===== src/rtl/riscv_pkg.sv =====
// Shared RISC-V core definitions: fetch-stage state encoding, the canonical
// NOP word, and the major opcode values decoded by the control unit.
package riscv_pkg;

   typedef enum logic [1:0] {
      IDLE  = 2'd0,
      FETCH = 2'd1,
      HOLD  = 2'd2,
      HALT  = 2'd3
   } fetch_state_t;

   // addi x0,x0,0 : harmless filler whenever no real instruction is held
   localparam logic [31:0] NOP_INST = 32'h0000_0013;

   localparam logic [6:0] OP_LUI    = 7'b0110111;
   localparam logic [6:0] OP_AUIPC  = 7'b0010111;
   localparam logic [6:0] OP_JAL    = 7'b1101111;
   localparam logic [6:0] OP_JALR   = 7'b1100111;
   localparam logic [6:0] OP_BRANCH = 7'b1100011;
   localparam logic [6:0] OP_LOAD   = 7'b0000011;
   localparam logic [6:0] OP_STORE  = 7'b0100011;
   localparam logic [6:0] OP_IMM    = 7'b0010011;
   localparam logic [6:0] OP_REG    = 7'b0110011;
   localparam logic [6:0] OP_SYSTEM = 7'b1110011;

endpackage


===== src/rtl/fetch_unit_if.sv =====
// Instruction-memory request/response bus between the fetch stage (master)
// and instruction memory (slave).
interface fetch_unit_if;

   logic        imem_req;
   logic [31:0] imem_addr;
   logic [31:0] imem_rdata;
   logic        imem_ready;

   modport master (
      output imem_req,
      output imem_addr,
      input  imem_rdata,
      input  imem_ready
   );

   modport slave (
      input  imem_req,
      input  imem_addr,
      output imem_rdata,
      output imem_ready
   );

endinterface


===== src/rtl/pc_next.sv =====
// Combinational next-PC selection: sequential pc+4 or a word-aligned
// redirect target. The PC register itself lives in fetch_unit.
module pc_next
   import riscv_pkg::*;
(
   input  logic [31:0] pc,
   input  logic [31:0] redirect_target,
   input  logic        take_redirect,
   output logic [31:0] next_pc
);

   // Misaligned targets are silently forced onto a word boundary
   always_comb begin
      next_pc = pc + 32'd4;
      if (take_redirect) begin
         next_pc = redirect_target & 32'hFFFF_FFFC;
      end
   end

endmodule


===== src/rtl/fetch_unit.sv =====
// Multicycle instruction-fetch stage: owns the PC, requests words from
// instruction memory, and holds the fetched word for the control unit.
// At most one instruction every two cycles; EBREAK freezes it until reset.
module fetch_unit
   import riscv_pkg::*;
#(
   parameter logic [31:0] RESET_PC = 32'h0000_0000,
   parameter logic [31:0] NOP_INST = riscv_pkg::NOP_INST
)(
   input  logic              clk,
   input  logic              rst,
   fetch_unit_if.master      imem,
   input  logic              stall,
   input  logic              pc_load,
   input  logic              redirect,
   input  logic [31:0]       redirect_target,
   output logic [31:0]       inst,
   output logic [31:0]       inst_pc,
   output logic              inst_valid,
   output logic [6:0]        inst6to0,
   output logic              inst20,
   output logic              halted
);

   fetch_state_t state;
   logic [31:0]  pc;
   logic [31:0]  nextPc;
   logic         reqQ;
   logic         takeRedirect;

   assign takeRedirect = (state == HOLD) && redirect;

   pc_next u_pc_next (
      .pc              (pc),
      .redirect_target (redirect_target),
      .take_redirect   (takeRedirect),
      .next_pc         (nextPc)
   );

   assign imem.imem_req  = reqQ;
   assign imem.imem_addr = pc & 32'hFFFF_FFFC;

   assign inst6to0 = inst[6:0];
   assign inst20   = inst[20];

   // Fetch sequencer: all state and outputs are registered here; reset
   // abandons any pending request at once since reqQ clears asynchronously
   always_ff @(posedge clk or negedge rst) begin
      if (!rst) begin
         state      <= IDLE;
         pc         <= RESET_PC;
         inst       <= NOP_INST;
         inst_pc    <= RESET_PC;
         inst_valid <= 1'b0;
         halted     <= 1'b0;
         reqQ       <= 1'b0;
      end else begin
         unique case (state)
            IDLE: begin
               state <= FETCH;
               reqQ  <= 1'b1;
            end
            FETCH: begin
               if (imem.imem_ready) begin
                  inst       <= imem.imem_rdata;
                  inst_pc    <= pc;
                  inst_valid <= 1'b1;
                  pc         <= nextPc;
                  reqQ       <= 1'b0;
                  state      <= HOLD;
               end
            end
            HOLD: begin
               if (stall) begin
                  state <= HOLD;
               end else if (!pc_load) begin
                  state      <= HALT;
                  inst       <= NOP_INST;
                  inst_valid <= 1'b0;
                  halted     <= 1'b1;
               end else begin
                  if (redirect) begin
                     pc <= nextPc;
                  end
                  state      <= FETCH;
                  inst       <= NOP_INST;
                  inst_valid <= 1'b0;
                  reqQ       <= 1'b1;
               end
            end
            HALT: begin
               state <= HALT;
            end
            default: begin
               state <= IDLE;
            end
         endcase
      end
   end

endmodule


===== src/flat_wrapper.sv =====
// flat-port wrapper written by rule: the top's interface ports become plain ports
module fetch_unit_flat import riscv_pkg::*;
#(
   parameter logic [31:0] RESET_PC = 32'h0000_0000,
   parameter logic [31:0] NOP_INST = riscv_pkg::NOP_INST
)
  (clk, rst, stall, pc_load, redirect, redirect_target, inst, inst_pc, inst_valid, inst6to0, inst20, halted, imem_imem_req, imem_imem_addr, imem_imem_rdata, imem_imem_ready);
  fetch_unit_if imem_i ();
  input  logic clk;
  input  logic rst;
  input  logic stall;
  input  logic pc_load;
  input  logic redirect;
  input  logic [31:0] redirect_target;
  output logic [31:0] inst;
  output logic [31:0] inst_pc;
  output logic inst_valid;
  output logic [6:0] inst6to0;
  output logic inst20;
  output logic halted;
  output wire logic [$bits(imem_i.imem_req)-1:0] imem_imem_req;
  output wire logic [$bits(imem_i.imem_addr)-1:0] imem_imem_addr;
  input wire logic [$bits(imem_i.imem_rdata)-1:0] imem_imem_rdata;
  input wire logic [$bits(imem_i.imem_ready)-1:0] imem_imem_ready;
  assign imem_imem_req = imem_i.imem_req;
  assign imem_imem_addr = imem_i.imem_addr;
  assign imem_i.imem_rdata = imem_imem_rdata;
  assign imem_i.imem_ready = imem_imem_ready;
  fetch_unit #(.RESET_PC(RESET_PC), .NOP_INST(NOP_INST)) u_core (.clk(clk), .rst(rst), .imem(imem_i), .stall(stall), .pc_load(pc_load), .redirect(redirect), .redirect_target(redirect_target), .inst(inst), .inst_pc(inst_pc), .inst_valid(inst_valid), .inst6to0(inst6to0), .inst20(inst20), .halted(halted));
endmodule

===== config.mk =====
export PLATFORM = sky130hd
export DESIGN_NAME = fetch_unit_flat
export DESIGN_NICKNAME = d
export VERILOG_FILES = /design/src/rtl/riscv_pkg.sv /design/src/rtl/fetch_unit_if.sv /design/src/rtl/pc_next.sv /design/src/rtl/fetch_unit.sv /design/src/flat_wrapper.sv
export SDC_FILE = /design/constraint.sdc
export NUM_CORES = 1
export LEC_CHECK = 0
export BUFFER_PORTS_ARGS = -buffer_cell sky130_fd_sc_hd__buf_2
export CAP_MARGIN = 10
export CORE_UTILIZATION = 49
export CTS_CLUSTER_SIZE = 8
export DETAILED_ROUTE_END_ITERATION = 8
export PLACE_DENSITY_LB_ADDON = 0.12
export SYNTH_ARGS = -nofsm -noshare
export SYNTH_HDL_FRONTEND = slang
export SYNTH_SLANG_ARGS = --single-unit

===== constraint.sdc =====
create_clock -name clk -period 2.4 [get_ports clk]
set_input_delay 0 -clock clk [delete_from_list [all_inputs] [get_ports clk]]
set_output_delay 0 -clock clk [all_outputs]
set_load 0.02 [all_outputs]

# Yosys cells after proc, flatten, opt, wreduce, memory -nomap -nowiden
# Index checks and enable logic that the tools add are counted.
[word_totals] reg_bits=101 input_bits=70 word_cells=46
[op_classes] addsub=1 eq_ne=7 mux=20 bitwise=2 reduce_logical=9
[op_table] cell="$mux 32" count=7
[op_table] cell="$pmux 32 s2" count=2
[op_table] cell="$add 32x3->32 const B" count=1
[op_table] cell="$ne 2x2->1 const B" count=4
[op_table] cell="$pmux 2 s4" count=1
[op_table] cell="$mux 2" count=3
[op_table] cell="$reduce_and 3->1" count=2
[op_table] cell="$mux 1" count=5
[op_table] cell="$reduce_and 5->1" count=1
[op_table] cell="$eq 2x2->1 const B" count=2
[op_table] cell="$reduce_and 4->1" count=1
[op_table] cell="$pmux 1 s3" count=1
[op_table] cell="$reduce_bool 3->1" count=1
[op_table] cell="$eq 2x1->1 const B" count=1
[op_table] cell="$logic_not 2->1" count=1
[op_table] cell="$not 1->1" count=2
[op_table] cell="$pmux 1 s2" count=1
[op_table] cell="$reduce_and 2->1" count=1
[op_table] cell="$reduce_bool 2->1" count=1
[op_table] cell="$logic_and 1x1->1" count=1

# Depth between registers and ports, before layout
# Gate-level depths: netlist of the first run.
[logic_depth] word_depth=7 mapped_depth=7

# Cells and area by module
# A second synthesis of the first run with hierarchy kept.
[hier_totals] cells_unflattened=448 area_unflattened_um2=5227.5
[modules_own_cells] mod="fetch_unit" instances=1 cells_each=273 area_each_um2=4206.5
[modules_own_cells] mod="pc_next" instances=1 cells_each=175 area_each_um2=1021.0

# Worst setup path before layout of the first run
# OpenSTA, ideal clock, no wires.
[synth_timing] kind="flip-flop to flip-flop" start="register u_core.pc[3]" end="register u_core.pc[14]" setup_ns=0.127 t_arrival_ns=1.750 setup_slack_ns=0.523 path_stages_with_launch=8 n_path_buf=1 synth_period_minus_slack_ns=1.877 cell_sequence="dfrtp_1 > ha_1 > and4_1 > nor3b_4 > buf_6 > nand4_1 > o21ai_1 > o2bb2a_1"
[synth_between] elab_chain_len=6
[synth_rtl] item="start, declared" line_no="fetch_unit.sv:26" text="logic [31:0] pc;"
[synth_rtl] item="start signal, assigned" line_no="fetch_unit.sv:68" text="pc <= nextPc;"
[synth_rtl] item="start signal, assigned" line_no="fetch_unit.sv:83" text="pc <= nextPc;"
[synth_rtl] item="$add 32x3->32 (*)" line_no="pc_next.sv:14" text="next_pc = pc + 32'd4;"
[synth_rtl] item="$mux 32 (*)" line_no="pc_next.sv:15" text="if (take_redirect) begin"
[synth_rtl] item="$mux 32" line_no="fetch_unit.sv:82" text="if (redirect) begin"
[synth_rtl] item="$mux 32" line_no="fetch_unit.sv:76" text="end else if (!pc_load) begin"
[synth_rtl] item="$mux 32" line_no="fetch_unit.sv:74" text="if (stall) begin"
[synth_rtl] item="$pmux 32 s2 (*)" line_no="fetch_unit.sv:58" text="unique case (state)"
# Mark *: on every way between the ends. The rest lies on a longest branch, timed or not. The select of a mux whose other input is x is not followed.
# A chain may end at the register's enable or synchronous reset.

# Worst setup path in the final report of the first run
[layout_timing] start="register u_core.state[1]" end="register u_core.inst[22]"
[layout_between] elab_chain_len=3
[layout_rtl] item="start, declared" line_no="fetch_unit.sv:25" text="fetch_state_t state;"
[layout_rtl] item="start signal, assigned" line_no="fetch_unit.sv:50" text="state <= IDLE;"
[layout_rtl] item="start signal, assigned" line_no="fetch_unit.sv:60" text="state <= FETCH;"
[layout_rtl] item="start signal, assigned" line_no="fetch_unit.sv:70" text="state <= HOLD;"
[layout_rtl] item="$eq 2x2->1 or $eq 2x1->1 (tied branches)" line_no="fetch_unit.sv:58"
[layout_rtl] item="$ne 2x2->1 (no source line) or $reduce_bool 2->1 (tied branches)"
[layout_rtl] item="$reduce_and 3->1 (no source line)"
[layout_rtl] item="end signal, assigned" line_no="fetch_unit.sv:65" text="inst <= imem.imem_rdata;"
[layout_rtl] item="end, declared" line_no="fetch_unit.sv:17" text="output logic [31:0] inst,"
# Parallel ways exist; a longest one is shown, timed or not.

==> results of run 1 <==
## power groups by stage
stage               logic [mW]  clock network, mW  registers, mW
floorplan                0.396                  0           2.43
detailed placement        1.12                  0           2.12
finish                    1.18              0.976           2.12
global route              1.26               1.06           2.16
CTS                       1.18              0.997           2.11
global placement          1.09                  0           2.13
## layer usage
layer,vias up,share of wire (%),track usage (%)
li1,2088,-,-
met1,2101,45,36.0
met2,162,48,43.7
met3,13,5.8,3.79
met4,0,1.3,9.09
met5,-,0,0
## cell usage after synthesis (all sizes together)
library cell,n
a211o,1
a21oi,30
a22o,29
a22oi,1
a2bb2oi,10
a31oi,6
a32oi,2
a41oi,1
and3,6
and3b,2
and4,3
buf,30
clkbuf,13
conb,1
dfrtp,94
dfstp,3
ha,1
inv,8
nand2,120
nand2b,2
nand3,11
nand4,13
nor2,21
nor2b,2
nor3,4
nor3b,1
nor4,4
o21a,1
o21ai,24
o221a,1
o22a,5
o22ai,14
o2bb2a,2
o2bb2ai,1
o311ai,1
o31ai,1
or2,1
or3,1
or4,1
## final cells by class
type | instances | area share (%)
Sequential cell | 97 | 39.4
Multi-Input combinational cell | 327 | 30.1
Clock buffer | 12 | 2.35
Antenna cell | 1 | 0.0406
Timing Repair Buffer | 239 | 24.9
Inverter | 8 | 0.487
Tap cell | 108 | 2.19
Clock inverter | 4 | 0.487
## worst max-delay path, stage by stage (launching register included)
cell     delay, ps
dfrtp_1        480
and3b_2        310
buf_4          560
a21oi_2         50
buf_4          260
a22o_1         230
## cell families (layout without fill, tap and decap cells)
group	count (synthesis)	count (layout)	share of synthesized area, %
other	1	5	0.0829
AND/OR/NAND/NOR	192	192	20.3
flip-flops	97	97	53.8
adder cells (fa/ha/maj)	1	1	0.277
AO/OA/AOI/OAI	130	130	20.0
buffers and inverters	51	263	5.64
## cell usage in the layout, fill, tap and decap left out, types with 6 or more instances in the layout
master and count:
a21oi_1 29, nand4_1 12, nand3_1 10, dfrtp_1 94, o21ai_0 18, o22ai_1 14
buf_2 169, a2bb2oi_1 10, nor2_1 21, a22o_1 29, nand2_1 119, buf_4 11
inv_1 8, dlygate4sd3_1 57, clkbuf_8 10, and3_1 6
## state kept, by name, summed over array words and instances (netlist names)
name / cells
u_core.halted: 1
u_core.imem.imem_req: 1
u_core.inst: 32
u_core.inst_pc: 30
u_core.inst_valid: 1
u_core.pc: 30
u_core.state: 2
## worst max path at each step
stage,slack (ps),startpoint,to
floorplan,520,u_core.pc[3]$_DFFE_PN0P_,u_core.pc[14]$_DFFE_PN0P_
global placement,390,u_core.pc[2]$_DFFE_PN0P_,u_core.pc[16]$_DFFE_PN0P_
detailed placement,240,u_core.pc[3]$_DFFE_PN0P_,u_core.pc[20]$_DFFE_PN0P_
CTS,220,u_core.pc[3]$_DFFE_PN0P_,u_core.pc[20]$_DFFE_PN0P_
global route,250,u_core.pc[3]$_DFFE_PN0P_,u_core.pc[20]$_DFFE_PN0P_
finish,410,u_core.state[1]$_DFFE_PN0P_,u_core.inst[22]$_DFFE_PN0P_
## what timing repair did
item | 4_1_cts | 5_1_grt
hold buffers | 57 | 0
buffers inserted | 0 | 2
endpoints found under the hold margin | 101 | 0
endpoints found under the setup margin | 0 | 1
## metrics by stage
stage	setup slack, ps	util, %	cells	total power [mW]
floorplan	523	-	475	2.83
global placement	385	61.0	720	3.22
detailed placement	242	61.0	720	3.24
CTS	218	69.4	793	4.28
global route	253	69.7	796	4.48
finish	409	69.7	796	4.28
==> flow_summary.ini, run 1 <==
[worst_hold_path]
worst_hold_startpoint = redirect_target[19]
min_path_type = in -> reg
min_to = u_core.pc[19]$_DFFE_PN0P_
min_path_cells = 3

[detailed_routing]
drtIter0Drc = 212
wl_per_cell_um = 15.7
dr.pass1.iters = 7
drt_wl_total_mm = 12.5
drc = 11
ant_nets = 0
vias_per_cell = 5.48
vias = 4364

[power]
pwr-share-seq_pct = 49.6
switching_share_pct = 34.7
p_per_area_mw_per_mm2 = 694
combPwrFrac_pct = 27.6
p_clk_share_pct = 22.8
leakage_nw = 3.22
vdd_ir_drop_max_mv = 0.491
p_sw_mw = 1.49
internal_power_mw = 2.79

[worst_setup_path]
critPathArrivalTime_ps = 2240
critPathKind = reg -> reg
r2r-start = u_core.state[1]$_DFFE_PN0P_
worstPathRequired_ps = 2650
crit_path_start_kind = register
rrSetupSlack_ps = 410
crit_path_max_fanout = 60
reg2regPathDepth = 5
critPathCaptureType = register
regToRegEndpoint = u_core.inst[22]$_DFFE_PN0P_

[clock_network]
cts_buffers = 9
root_buffer = clkbuf_8
cts.reportedPaths.clkPinSlew_ps = 90
htree_levels = 3
clock_path_buffers = 2
cts_resized = 0
cts_tree = done
worstSkewPairLatency_ps = 360
cts.sinks = 97

[timing]
fin_hold_ws_ps = 5.39
max_freq_mhz = 502
post-route-min-period_ps = 1990
hold_viol_final = 0
tightest_slew_ps = 660
slew_headroom_pct = 56.0
setup_violations = 0
skew_ps = 11.6
finalCritPeriodShare_pct = 83.0
drv_slew = 0
finalSetupTns_ps = 0
grt_setup_unrepaired = no

[synth]
synth_top_area_share_pct = 52.0
yosys.area.top_type = dfrtp_1
seq_area_frac_synth_pct = 53.8
yosysUniqueCellTypes = 48
yosysWarnings = 0
synth_area_mm2 = 0.00452
synthCells = 472
synth.area.top_cells = dfrtp_1 (52%), nand2_1 (10%), a22o_1 (5.6%)
ys_seq_elements = 97
synth.avg_cell_area_um2 = 9.58

[floorplan]
io_pins = 177
die_w_um = 98.1
start_util_pct = 51.1
core.rowCount = 34
die_area_mm2 = 0.00962
die_h_um = 98.1
design.core.area_mm2 = 0.00885

[status]
status = complete, but fails checks
violations = DRC

[global_routing]
grt_max_degree = 61
grt_use_total_pct = 26.5
antenna_found_initial = 1
grt_pass1_vias = 4138
overflow = 0
grt_pass1_wl_mm = 20.2

[cells_and_area]
multi_input_comb_area_mm2 = 0.00186
regArea_mm2 = 0.00243
fin_nets = 753
stdcell_area_mm2 = 0.00617
syn2layout_area_growth_pct = 36.5
fillCellCount = 685
drive_above_1_share_pct = 30.6

[place]
dpl-instance-area_mm2 = 0.00540
io_buffers = 170
place_hpwl_mm = 7.88
place.gp.congestion = 0.776

[run]
maxCapViolations = 0
Power figures use the tool's default switching activity.
==> inputs of run 2 (changes only) <==
--- a/config.mk
+++ b/config.mk
@@ -7,7 +7,7 @@
 export LEC_CHECK = 0
 export BUFFER_PORTS_ARGS = -buffer_cell sky130_fd_sc_hd__buf_2
 export CAP_MARGIN = 10
-export CORE_UTILIZATION = 49
+export CORE_UTILIZATION = 44
 export CTS_CLUSTER_SIZE = 8
 export DETAILED_ROUTE_END_ITERATION = 8
 export PLACE_DENSITY_LB_ADDON = 0.12
==> constraint.sdc (replaced) <==
create_clock -name clk -period 1.73 [get_ports clk]
set_input_delay 0 -clock clk [delete_from_list [all_inputs] [get_ports clk]]
set_output_delay 0 -clock clk [all_outputs]
set_load 0.02 [all_outputs]
==> run 2 against run 1 <==
  * The flow finishes with violations (setup timing)
  * Combinational power increased by 56%
  * Critical path depth grew 2
  * Clock power up 61%
  * Via count is 3.0% higher
  * Count of clock-buffer cells in the layout decreased by 1
  * Maximum frequency up 15%
  * Final cell count rose by 8.3%
  * Global-route usage is 0.90 points lower
  * Sequential power is 38% higher
  * Critical path type unchanged
==> flow_summary.ini, run 2 (same netlist as run 1, synthesis figures left out) <==
[worst_setup_path]
critPathLaunch = u_core.pc[3]$_DFFE_PN0P_
critPathKind = reg -> reg
critPathCaptureType = register
worstPathRequired_ps = 1990
critPathArrivalTime_ps = 1990
r2r-start = u_core.pc[3]$_DFFE_PN0P_
crit_path_max_fanout = 7
crit_path_start_kind = register

[global_routing]
overflow = 0
antenna_found_initial = 0
grt_pass1_wl_mm = 20.8
grt_use_total_pct = 25.6
grt_pass1_vias = 4248
grt_max_degree = 53

[clock_network]
root_buffer = clkbuf_8
cts.reportedPaths.clkPinSlew_ps = 100
cts.sinks = 97
htree_levels = 3
cts_tree = done
cts_buffers = 9
clock_path_buffers = 2
worstSkewPairLatency_ps = 370

[floorplan]
core.rowCount = 36
die_w_um = 103
die_area_mm2 = 0.0107
design.core.area_mm2 = 0.00986
die_h_um = 103
io_pins = 177
start_util_pct = 45.8

[detailed_routing]
drt_wl_total_mm = 13.4
drc = 0
wl_per_cell_um = 15.5
ant_nets = 0
vias_per_cell = 5.21
dr.pass1.iters = 4
drtIter0Drc = 146
vias = 4494

[power]
vdd_ir_drop_max_mv = 0.653
leakage_nw = 3.49
p_total_mw = 6.33
p_per_area_mw_per_mm2 = 944

[status]
violations = setup timing
status = complete, but fails checks

[place]
place_hpwl_mm = 8.65
place.gp.congestion = 0.789
io_buffers = 170
post-place-ws_ps = -40.9

[timing]
drv_slew = 0
finalCritPeriodShare_pct = 100
grt_setup_unrepaired = yes
skew_ps = 14.2
hold_viol_final = 0
max_freq_mhz = 578
post-route-min-period_ps = 1730
setup_violations = 1
setup_slack_ps = -0.0975

[cells_and_area]
largest-register = u_core.inst
reg_top3 = u_core.inst: 32 flops, u_core.inst_pc: 30 flops, u_core.pc: 30 flops
fin_nets = 795
drive_above_1_share_pct = 37.6
final_cell_mix = buf_2 (169), nand2_1 (117), dfrtp_1 (86)
layout_commonest_cell = buf_2
antenna_cells = 0
syn2layout_area_growth_pct = 48.4
largest_register_ffs = 32

[worst_hold_path]
worst_hold_startpoint = redirect_target[7]
min_path_type = in -> reg

[run]
maxCapViolations = 0
[run 2: final cells by class]
cell class,instances,area (µm²)
Fill cell,792,3160
Inverter,8,30.0
Sequential cell,97,2440
Timing Repair Buffer,281,1930
Clock inverter,5,62.6
Clock buffer,11,151
Tap cell,133,166
Multi-Input combinational cell,327,1930
[run 2: timing repair]
action / CTS / global route
hold buffers: 60 / 0
setup buffers: 7 / 7
setup endpoints to repair: 5 / 18
hold endpoints to repair: 154 / 0
gates resized for setup: 5 / 15
pin swaps: 4 / 15
gates cloned: 1 / 0
[run 2: where the power goes]
group | switching [mW] | total [mW] | internal, mW
clock | 0.816 | 1.57 | 0.755
combinational | 1.04 | 1.84 | 0.805
sequential | 0.280 | 2.92 | 2.64
total | 2.13 | 6.33 | 4.20
[run 2: final timing paths]
check,end,slack [ps],depth (start not counted)
max,u_core.pc[16]$_DFFE_PN0P_,-0.1,7
max in group asynchronous,u_core.pc[4]$_DFFE_PN0P_,1000,3
max reg2reg,u_core.pc[16]$_DFFE_PN0P_,-0.1,7
min reg2reg,u_core.inst_pc[25]$_DFFE_PN0P_,480,2
min in group asynchronous,u_core.inst_pc[21]$_DFFE_PN0P_,60,2
min,u_core.pc[7]$_DFFE_PN0P_,30,4
[run 2: routing by layer]
layer	wire length [µm]	part of all wire [%]	global-route usage, %
met5	0	0	0
met4	143	1.1	8.02
met3	742	5.5	5.58
met2	6590	49	43.9
met1	5910	44	32.2
[run 2: per-stage QoR]
stage	setup TNS (ps)	area [µm²]	hold slack, ps	utilization (%)	cells
final	-0.0975	6710	30.3	68.0	862
after global routing	-824	6710	29.3	68.0	862
after global placement	0	5730	-81.9	58.1	772
after floorplan	-11.7	4560	-296	-	475
after CTS	-20.9	6630	18.7	67.3	856
after detailed placement	-59.9	5730	-83.1	58.1	772
[run 2: critical path, stage by stage (launching register included)]
cell	delay, ps
dfrtp_2	420
ha_4	150
and4_4	220
nor3b_4	270
buf_12	160
nand2_1	70
o22ai_1	120
o2bb2a_2	230
